File: config.mk
export PLATFORM = sky130hd
export DESIGN_NAME = fc_result_reader
export DESIGN_NICKNAME = d
export VERILOG_FILES = /design/src/rtl/fc_result_reader.sv
export SDC_FILE = /design/constraint.sdc
export NUM_CORES = 1
export LEC_CHECK = 0
export ABC_CLOCK_PERIOD_IN_PS = 2300
export BUFFER_PORTS_ARGS = -buffer_cell sky130_fd_sc_hd__buf_2
export CAP_MARGIN = 20
export CORE_MARGIN = 2
export CORE_UTILIZATION = 40
export DETAILED_ROUTE_END_ITERATION = 10
export PLACE_DENSITY_LB_ADDON = 0.12
export SYNTH_ARGS = -nofsm -noshare
export SYNTH_HDL_FRONTEND = slang
export SYNTH_SLANG_ARGS = --single-unit
File: constraint.sdc
create_clock -name clk -period 2.3 [get_ports clk]
set_input_delay 0.115 -clock clk [delete_from_list [all_inputs] [get_ports clk]]
set_output_delay 0.115 -clock clk [all_outputs]
set_load 0.1 [all_outputs]
File: src/rtl/fc_result_reader.sv
// fc_result_reader: scans the FC output buffer one word per cycle and reports
// the argmax class index and its signed score with a one-cycle done pulse.
module fc_result_reader #(
  parameter int unsigned NUM_CLASS = 10,
  parameter int unsigned BASE_ADDR = 0,
  parameter int unsigned IDX_W     = 4
) (
  input  logic             clk,
  input  logic             reset,
  input  logic             start,
  output logic             rd_en,
  output logic [15:0]      rd_addr,
  input  logic [15:0]      rd_data,
  output logic             busy,
  output logic             done,
  output logic [IDX_W-1:0] class_idx,
  output logic [15:0]      max_value
);

  localparam int unsigned DATA_W = 16;
  localparam int unsigned ADDR_W = 16;

  typedef enum logic [1:0] {
    S_IDLE  = 2'd0,
    S_READ  = 2'd1,
    S_DRAIN = 2'd2,
    S_DONE  = 2'd3
  } state_t;

  state_t              r_state;
  state_t              w_state_nxt;

  logic                r_start_q;
  logic                r_rd_en;
  logic [ADDR_W-1:0]   r_rd_addr;
  logic [IDX_W-1:0]    r_rd_idx;
  logic                r_busy;
  logic                r_done;
  logic                r_vld;
  logic [IDX_W-1:0]    r_vld_idx;
  logic [DATA_W-1:0]   r_run_max;
  logic [IDX_W-1:0]    r_run_idx;
  logic [DATA_W-1:0]   r_max_value;
  logic [IDX_W-1:0]    r_class_idx;

  logic                w_launch;
  logic                w_last_rd;
  logic                w_rd_en_nxt;
  logic [ADDR_W-1:0]   w_rd_addr_nxt;
  logic [IDX_W-1:0]    w_rd_idx_nxt;
  logic                w_busy_nxt;
  logic                w_done_nxt;
  logic                w_take;
  logic [DATA_W-1:0]   w_run_max_nxt;
  logic [IDX_W-1:0]    w_run_idx_nxt;

  // A rising start seen while idle launches exactly one scan
  assign w_launch  = start & ~r_start_q & (r_state == S_IDLE);
  assign w_last_rd = (r_rd_idx == IDX_W'(NUM_CLASS - 1));

  // State register
  always_ff @(posedge clk) begin
    if (reset) r_state <= S_IDLE;
    else       r_state <= w_state_nxt;
  end

  // Next-state logic
  always_comb begin
    w_state_nxt = r_state;
    case (r_state)
      S_IDLE:  if (w_launch)  w_state_nxt = S_READ;
      S_READ:  if (w_last_rd) w_state_nxt = S_DRAIN;
      S_DRAIN: w_state_nxt = S_DONE;
      S_DONE:  w_state_nxt = S_IDLE;
      default: w_state_nxt = S_IDLE;
    endcase
  end

  // Output decode from the next state so every port leaves a flop
  always_comb begin
    w_rd_en_nxt   = 1'b0;
    w_rd_addr_nxt = '0;
    w_rd_idx_nxt  = '0;
    w_busy_nxt    = (w_state_nxt != S_IDLE);
    w_done_nxt    = (w_state_nxt == S_DONE);
    if (w_state_nxt == S_READ) begin
      w_rd_en_nxt = 1'b1;
      if (r_state == S_READ) begin
        w_rd_addr_nxt = r_rd_addr + ADDR_W'(1);
        w_rd_idx_nxt  = r_rd_idx + IDX_W'(1);
      end else begin
        w_rd_addr_nxt = ADDR_W'(BASE_ADDR);
        w_rd_idx_nxt  = '0;
      end
    end
  end

  // Running argmax: word 0 loads unconditionally, later words need strictly greater
  always_comb begin
    w_take        = r_vld & ((r_vld_idx == '0) | ($signed(rd_data) > $signed(r_run_max)));
    w_run_max_nxt = w_take ? rd_data   : r_run_max;
    w_run_idx_nxt = w_take ? r_vld_idx : r_run_idx;
  end

  // Output, read-pipeline and result registers
  always_ff @(posedge clk) begin
    if (reset) begin
      r_start_q   <= 1'b0;
      r_rd_en     <= 1'b0;
      r_rd_addr   <= '0;
      r_rd_idx    <= '0;
      r_busy      <= 1'b0;
      r_done      <= 1'b0;
      r_vld       <= 1'b0;
      r_vld_idx   <= '0;
      r_run_max   <= '0;
      r_run_idx   <= '0;
      r_max_value <= '0;
      r_class_idx <= '0;
    end else begin
      r_start_q <= start;
      r_rd_en   <= w_rd_en_nxt;
      r_rd_addr <= w_rd_addr_nxt;
      r_rd_idx  <= w_rd_idx_nxt;
      r_busy    <= w_busy_nxt;
      r_done    <= w_done_nxt;
      r_vld     <= r_rd_en;
      r_vld_idx <= r_rd_idx;
      r_run_max <= w_run_max_nxt;
      r_run_idx <= w_run_idx_nxt;
      if (r_state == S_DRAIN) begin
        r_max_value <= w_run_max_nxt;
        r_class_idx <= w_run_idx_nxt;
      end
    end
  end

  assign rd_en     = r_rd_en;
  assign rd_addr   = r_rd_addr;
  assign busy      = r_busy;
  assign done      = r_done;
  assign class_idx = r_class_idx;
  assign max_value = r_max_value;

endmodule

# Yosys cells after proc, flatten, opt, wreduce, memory -nomap -nowiden
# Index checks and enable logic that the tools add are counted.
# totals
ff_bits	71
inputBits	19
out_inout_bits	39
# classes
addsub	2
magnitude_cmp	1
eq_ne	6
n_mux	6
bitwise	7
reduce_logical	4
# op_table
op	count
16-bit by 1-bit adder with 16-bit output, second input constant	1
16-bit greater-than comparator	1
16-bit two-way mux	1
2-bit one-hot mux with 4 select lines	1
2-bit == test, second input constant	3
4-bit by 1-bit adder with 4-bit output, second input constant	1
2-bit by 1-bit == test with 1-bit output, second input constant	2
4-bit == test, second input constant	1
4-bit zero test	1
2-bit two-way mux	2
4-bit two-way mux	1
1-bit AND	3
1-bit NOT	3
3-bit OR reduction	1
2-bit zero test	1
2-bit nonzero test	1
1-bit two-way mux	1
1-bit OR	1

# Longest topological paths before layout
# logic_depth
depth_word	8
mapped_depth	9
depth_no_buf	8

# Worst setup path before layout
# Ideal clock, no wire load.
# synth_path
kind	reg-to-reg
from	reg r_rd_addr[2] (netlist: rd_addr[2])
to	reg r_rd_addr[13] (netlist: rd_addr[13])
setup_ns	0.067
t_arrival_ns	2.409
slack_ns	-0.176
path_stages_with_launch	7
synth_period_minus_slack_ns	2.476
cell_sequence	dfxtp_1 nand3_1 nor2_1 nor4bb_1 nand3_1 xor2_1 nor2_1
# synth_between
elab_chain_len	1
# synth_lines
item	line_no	rtl
start, declared	35	logic [ADDR_W-1:0] r_rd_addr;
start signal, assigned	123	r_rd_addr <= w_rd_addr_nxt;
16-bit by 1-bit adder with 16-bit output	89	w_rd_addr_nxt = r_rd_addr + ADDR_W'(1);
# No other way between the ends.
# A chain may end at the register's enable or synchronous reset.

# Final worst setup path
# layout_path
from	reg r_run_max[12]
to	reg r_max_value[10] (netlist: max_value[10])
# layout_between
elab_chain_len	4
# layout_lines
item	line_no	rtl
start, declared	41	logic [DATA_W-1:0] r_run_max;
start signal, assigned	129	r_run_max <= w_run_max_nxt;
16-bit greater-than comparator	100	w_take = r_vld & ((r_vld_idx == '0) | ($signed(rd_data) > $signed(r_run_max)));
1-bit OR	100	
1-bit AND	100	
16-bit two-way mux	101	w_run_max_nxt = w_take ? rd_data : r_run_max;
end signal, assigned	132	r_max_value <= w_run_max_nxt;
end, declared	43	logic [DATA_W-1:0] r_max_value;
# No other way between the ends.

==> impl_metrics.csv <==
group,metric,value,unit
setup_path,crit_chain,"inv_2 -> ha_4 -> nand2_4 -> or4_4 -> o21bai_4 -> a211oi_4 -> buf_6 -> buf_12 -> mux2i_4 -> a211oi_2",
final_layout,layout_commonest_cell,"nor2_1",
setup_path,worstPathArrival,2.66,ns
setup_path,slowest_delay,0.54,ns
placement,portBuffers,57,
placement,place_inst,470,
setup_path,required,2.51,ns
final_layout,nNetsFinal,428,
yosys,yosys_warnings,0,
setup_path,start_kind,"register",
clock_network,clock_latency,0.34,ns
status,status,"finished, violations left",
timing,max_slew.worst_pin.slew,0.6533,ns
final_layout,areaGrowthSynthToFinish,35.71,%
yosys,async_reset_ff_frac,0,
power_and_ir_drop,p_total,0.002457,W
final_layout,diodes,0,
floorplan,coreArea,7176,µm²
final_layout,drive_gt1_frac,0.3772,
routing,drt-total-wl,5.868,mm
timing,fin_setup_tns,-4.398,ns
placement,place_congestion,0.7161,
setup_path,path_class,"register to register",
timing,maxSlewHeadroom,0.5645,
clock_network,clk_pin_slew,0.07,ns
timing,finalSetupViolCount,40,
routing,wl_per_cell,11.88,µm
routing,dr.pass1.iters,3,
setup_path,end_kind,"register",
final_layout,final_cell_mix,"67 x nor2_1, 60 x dfxtp_1, 57 x buf_2",
routing,route.antenna.remaining_nets,0,
timing,fmax,406.9,MHz
floorplan,fp.dieH,89.78,µm
grt,grt_usage,0.1548,
final_layout,fill_cells,682,
clock_network,cts.sinks,71,
status,violations,"negative setup slack",
timing,rsz0062_at_grt,"yes",
routing,routed_via_density,4.648,
clock_network,clockRootBuffer,"clkbuf_8",
job,drv_cap,0,
yosys,ys_seq_area_frac,0.4830,
yosys,syn_inst,312,
yosys,syn_nets,350,
yosys,synthDistinctLibCells,36,
floorplan,die_width,89.78,µm
clock_network,cts_tree,"built",
power_and_ir_drop,ir_drop,0.3556,mV
floorplan,start_util,0.4101,
timing,fin_ws,-0.1575,ns
grt,antenna_found_initial,0,
timing,final_max_slew_viol_count,0,
yosys,synth-seq-cells,71,
power_and_ir_drop,powerDensity,615.1,nW/µm²
grt,grt.overflow.total,0,
floorplan,rows,31,
routing,drtIter0Drc,59,
yosys,synth-edff-count,0,
setup_path,worst-r2r-cell-count,10,
final_layout,postLayoutCoreUtil,0.5566,
clock_network,cts_buffer_depth,2,
setup_path,cp_max_fo,5,
timing,finalCriticalPeriod,2.458,ns
worst_hold_path,hold_path.class,"input port to register",
yosys,synth_ff_type,"dfxtp_1",
timing,hold_viol,0,
yosys,syn_area,2943,µm²
grt,grt_pass1_vias,2229,
routing,via_count,2296,
timing,clock_skew,0.005429,ns
placement,dp.final_hpwl,3.975,mm
placement,pre_cts_slack,-0.3951,ns
setup_path,slowest_stage,"or4_4",
timing,finalCritPeriodShare,1.068,
floorplan,io_pins,58,
grt,grt_pass1_wl,10.12,mm
yosys,syn_area_per_cell,9.432,µm²
grt,grt_max_degree,51,
worst_hold_path,hold_depth,3,
routing,drcViolationCount,0,
clock_network,htreeDepth,3,
power_and_ir_drop,leakagePower,1.569,nW
floorplan,die_area,8060,µm²
clock_network,cts_buffers,9,
final_layout,fin_cells,494,
kinds of logic (layout without fill, tap and decap cells):
kind of cell,after synthesis,count (layout),synth area share
muxes,20,20,0.06803
adders and majority gates,19,19,0.08078
AOI/OAI and AO/OA,38,38,0.09822
DFF,71,71,0.4830
buffers and inverters,36,119,0.05102
and+or+nand+nor,112,112,0.1713
xor gates and xnor gates,16,16,0.04762
power breakdown:
group	internal, W	leakage, nW	switching, W	total, W
logic	0.000132	0.900	0.000161	0.000293
registers	0.00125	0.580	0.0000166	0.00127
clock network	0.000448	0.0894	0.000447	0.000895
total	0.00183	1.57	0.000625	0.00246
state kept, by name, summed over array words and instances (netlist names):
name / flops
rd_en: 1
r_run_max: 16
r_vld_idx: 4
r_rd_idx: 4
done: 1
r_vld: 1
r_run_idx: 4
busy: 1
rd_addr: 16
r_start_q: 1
r_state: 2
max_value: 16
class_idx: 4
through the flow:
step | instance area (µm²) | hold slack (ns)
6_report | 3994 | 0.06094
3_3_place_gp | 3458 | 0.3404
2_1_floorplan | 2949 | 0.2432
5_1_grt | 3994 | 0.05654
3_5_place_dp | 3458 | 0.3518
4_1_cts | 3842 | 0.04582
critical path: cells and delay by family, from the launching register on:
family,cells,cell delay (ns)
fa+ha+maj,1,0.26
mux,1,0.26
compound gates,3,0.51
flops,1,0.36
buf+inv,3,0.35
simple gates,2,0.59
final timing paths:
kind,from,to,slack [ns]
hold / removal,rd_data[4],r_run_max[4]$_SDFF_PP0_,0.06
setup / recovery,r_run_max[12]$_SDFF_PP0_,max_value[10]$_SDFFE_PP0N_,-0.16
hold reg to reg,rd_addr[0]$_SDFF_PP0_,rd_addr[0]$_SDFF_PP0_,0.45
setup reg to reg,r_run_max[12]$_SDFF_PP0_,max_value[10]$_SDFFE_PP0N_,-0.16
cell type report:
class                      count  area [µm²]  area share
multi-input combinational    205        1679      0.4204
clock buffer                  13       158.9     0.03979
timing repair buffer          81       496.7      0.1244
sequential                    71        1435      0.3593
clock inverter                 3       17.52    0.004386
tap                           99       123.9     0.03102
inverter                      22       82.58     0.02068
Yosys cell counts, types with 2 or more instances:
cell type,n,area [µm²]
nor2b_1,7,43.79
nand2_1,12,45.04
xor2_1,10,87.58
and3_1,2,12.51
buf_6,2,22.52
ha_1,19,237.7
clkbuf_1,12,45.04
a211oi_1,21,157.7
nand3_1,9,45.04
mux2i_1,20,200.2
o21bai_1,2,15.01
nand2b_1,3,18.77
dfxtp_1,71,1421
xnor2_1,6,52.55
and2_1,2,12.51
o41ai_1,2,17.52
nor2_1,67,251.5
a21oi_1,6,30.03
inv_1,22,82.58
timing repair:
| action | 4_1_cts | 5_1_grt |
|---|---|---|
| hold buffers | 1 | 0 |
| setup endpoints to repair | 40 | 40 |
| pin swaps | 6 | 6 |
| gates resized for setup | 36 | 23 |
| hold endpoints to repair | 1 | 0 |
| gates cloned | 0 | 0 |
| setup buffers | 6 | 2 |
routing by layer:
| layer | vias up | global-route usage | share of wire |
|---|---|---|---|
| met2 | 37 | 0.2557 | 0.49 |
| met5 | - | 0 | 0 |
| met1 | 1054 | 0.1844 | 0.45 |
| li1 | 1198 | - | - |
| met3 | 7 | 0.06538 | 0.039 |
| met4 | 0 | 0.04615 | 0.012 |
Note: power is estimated with default switching activity, not from simulation.
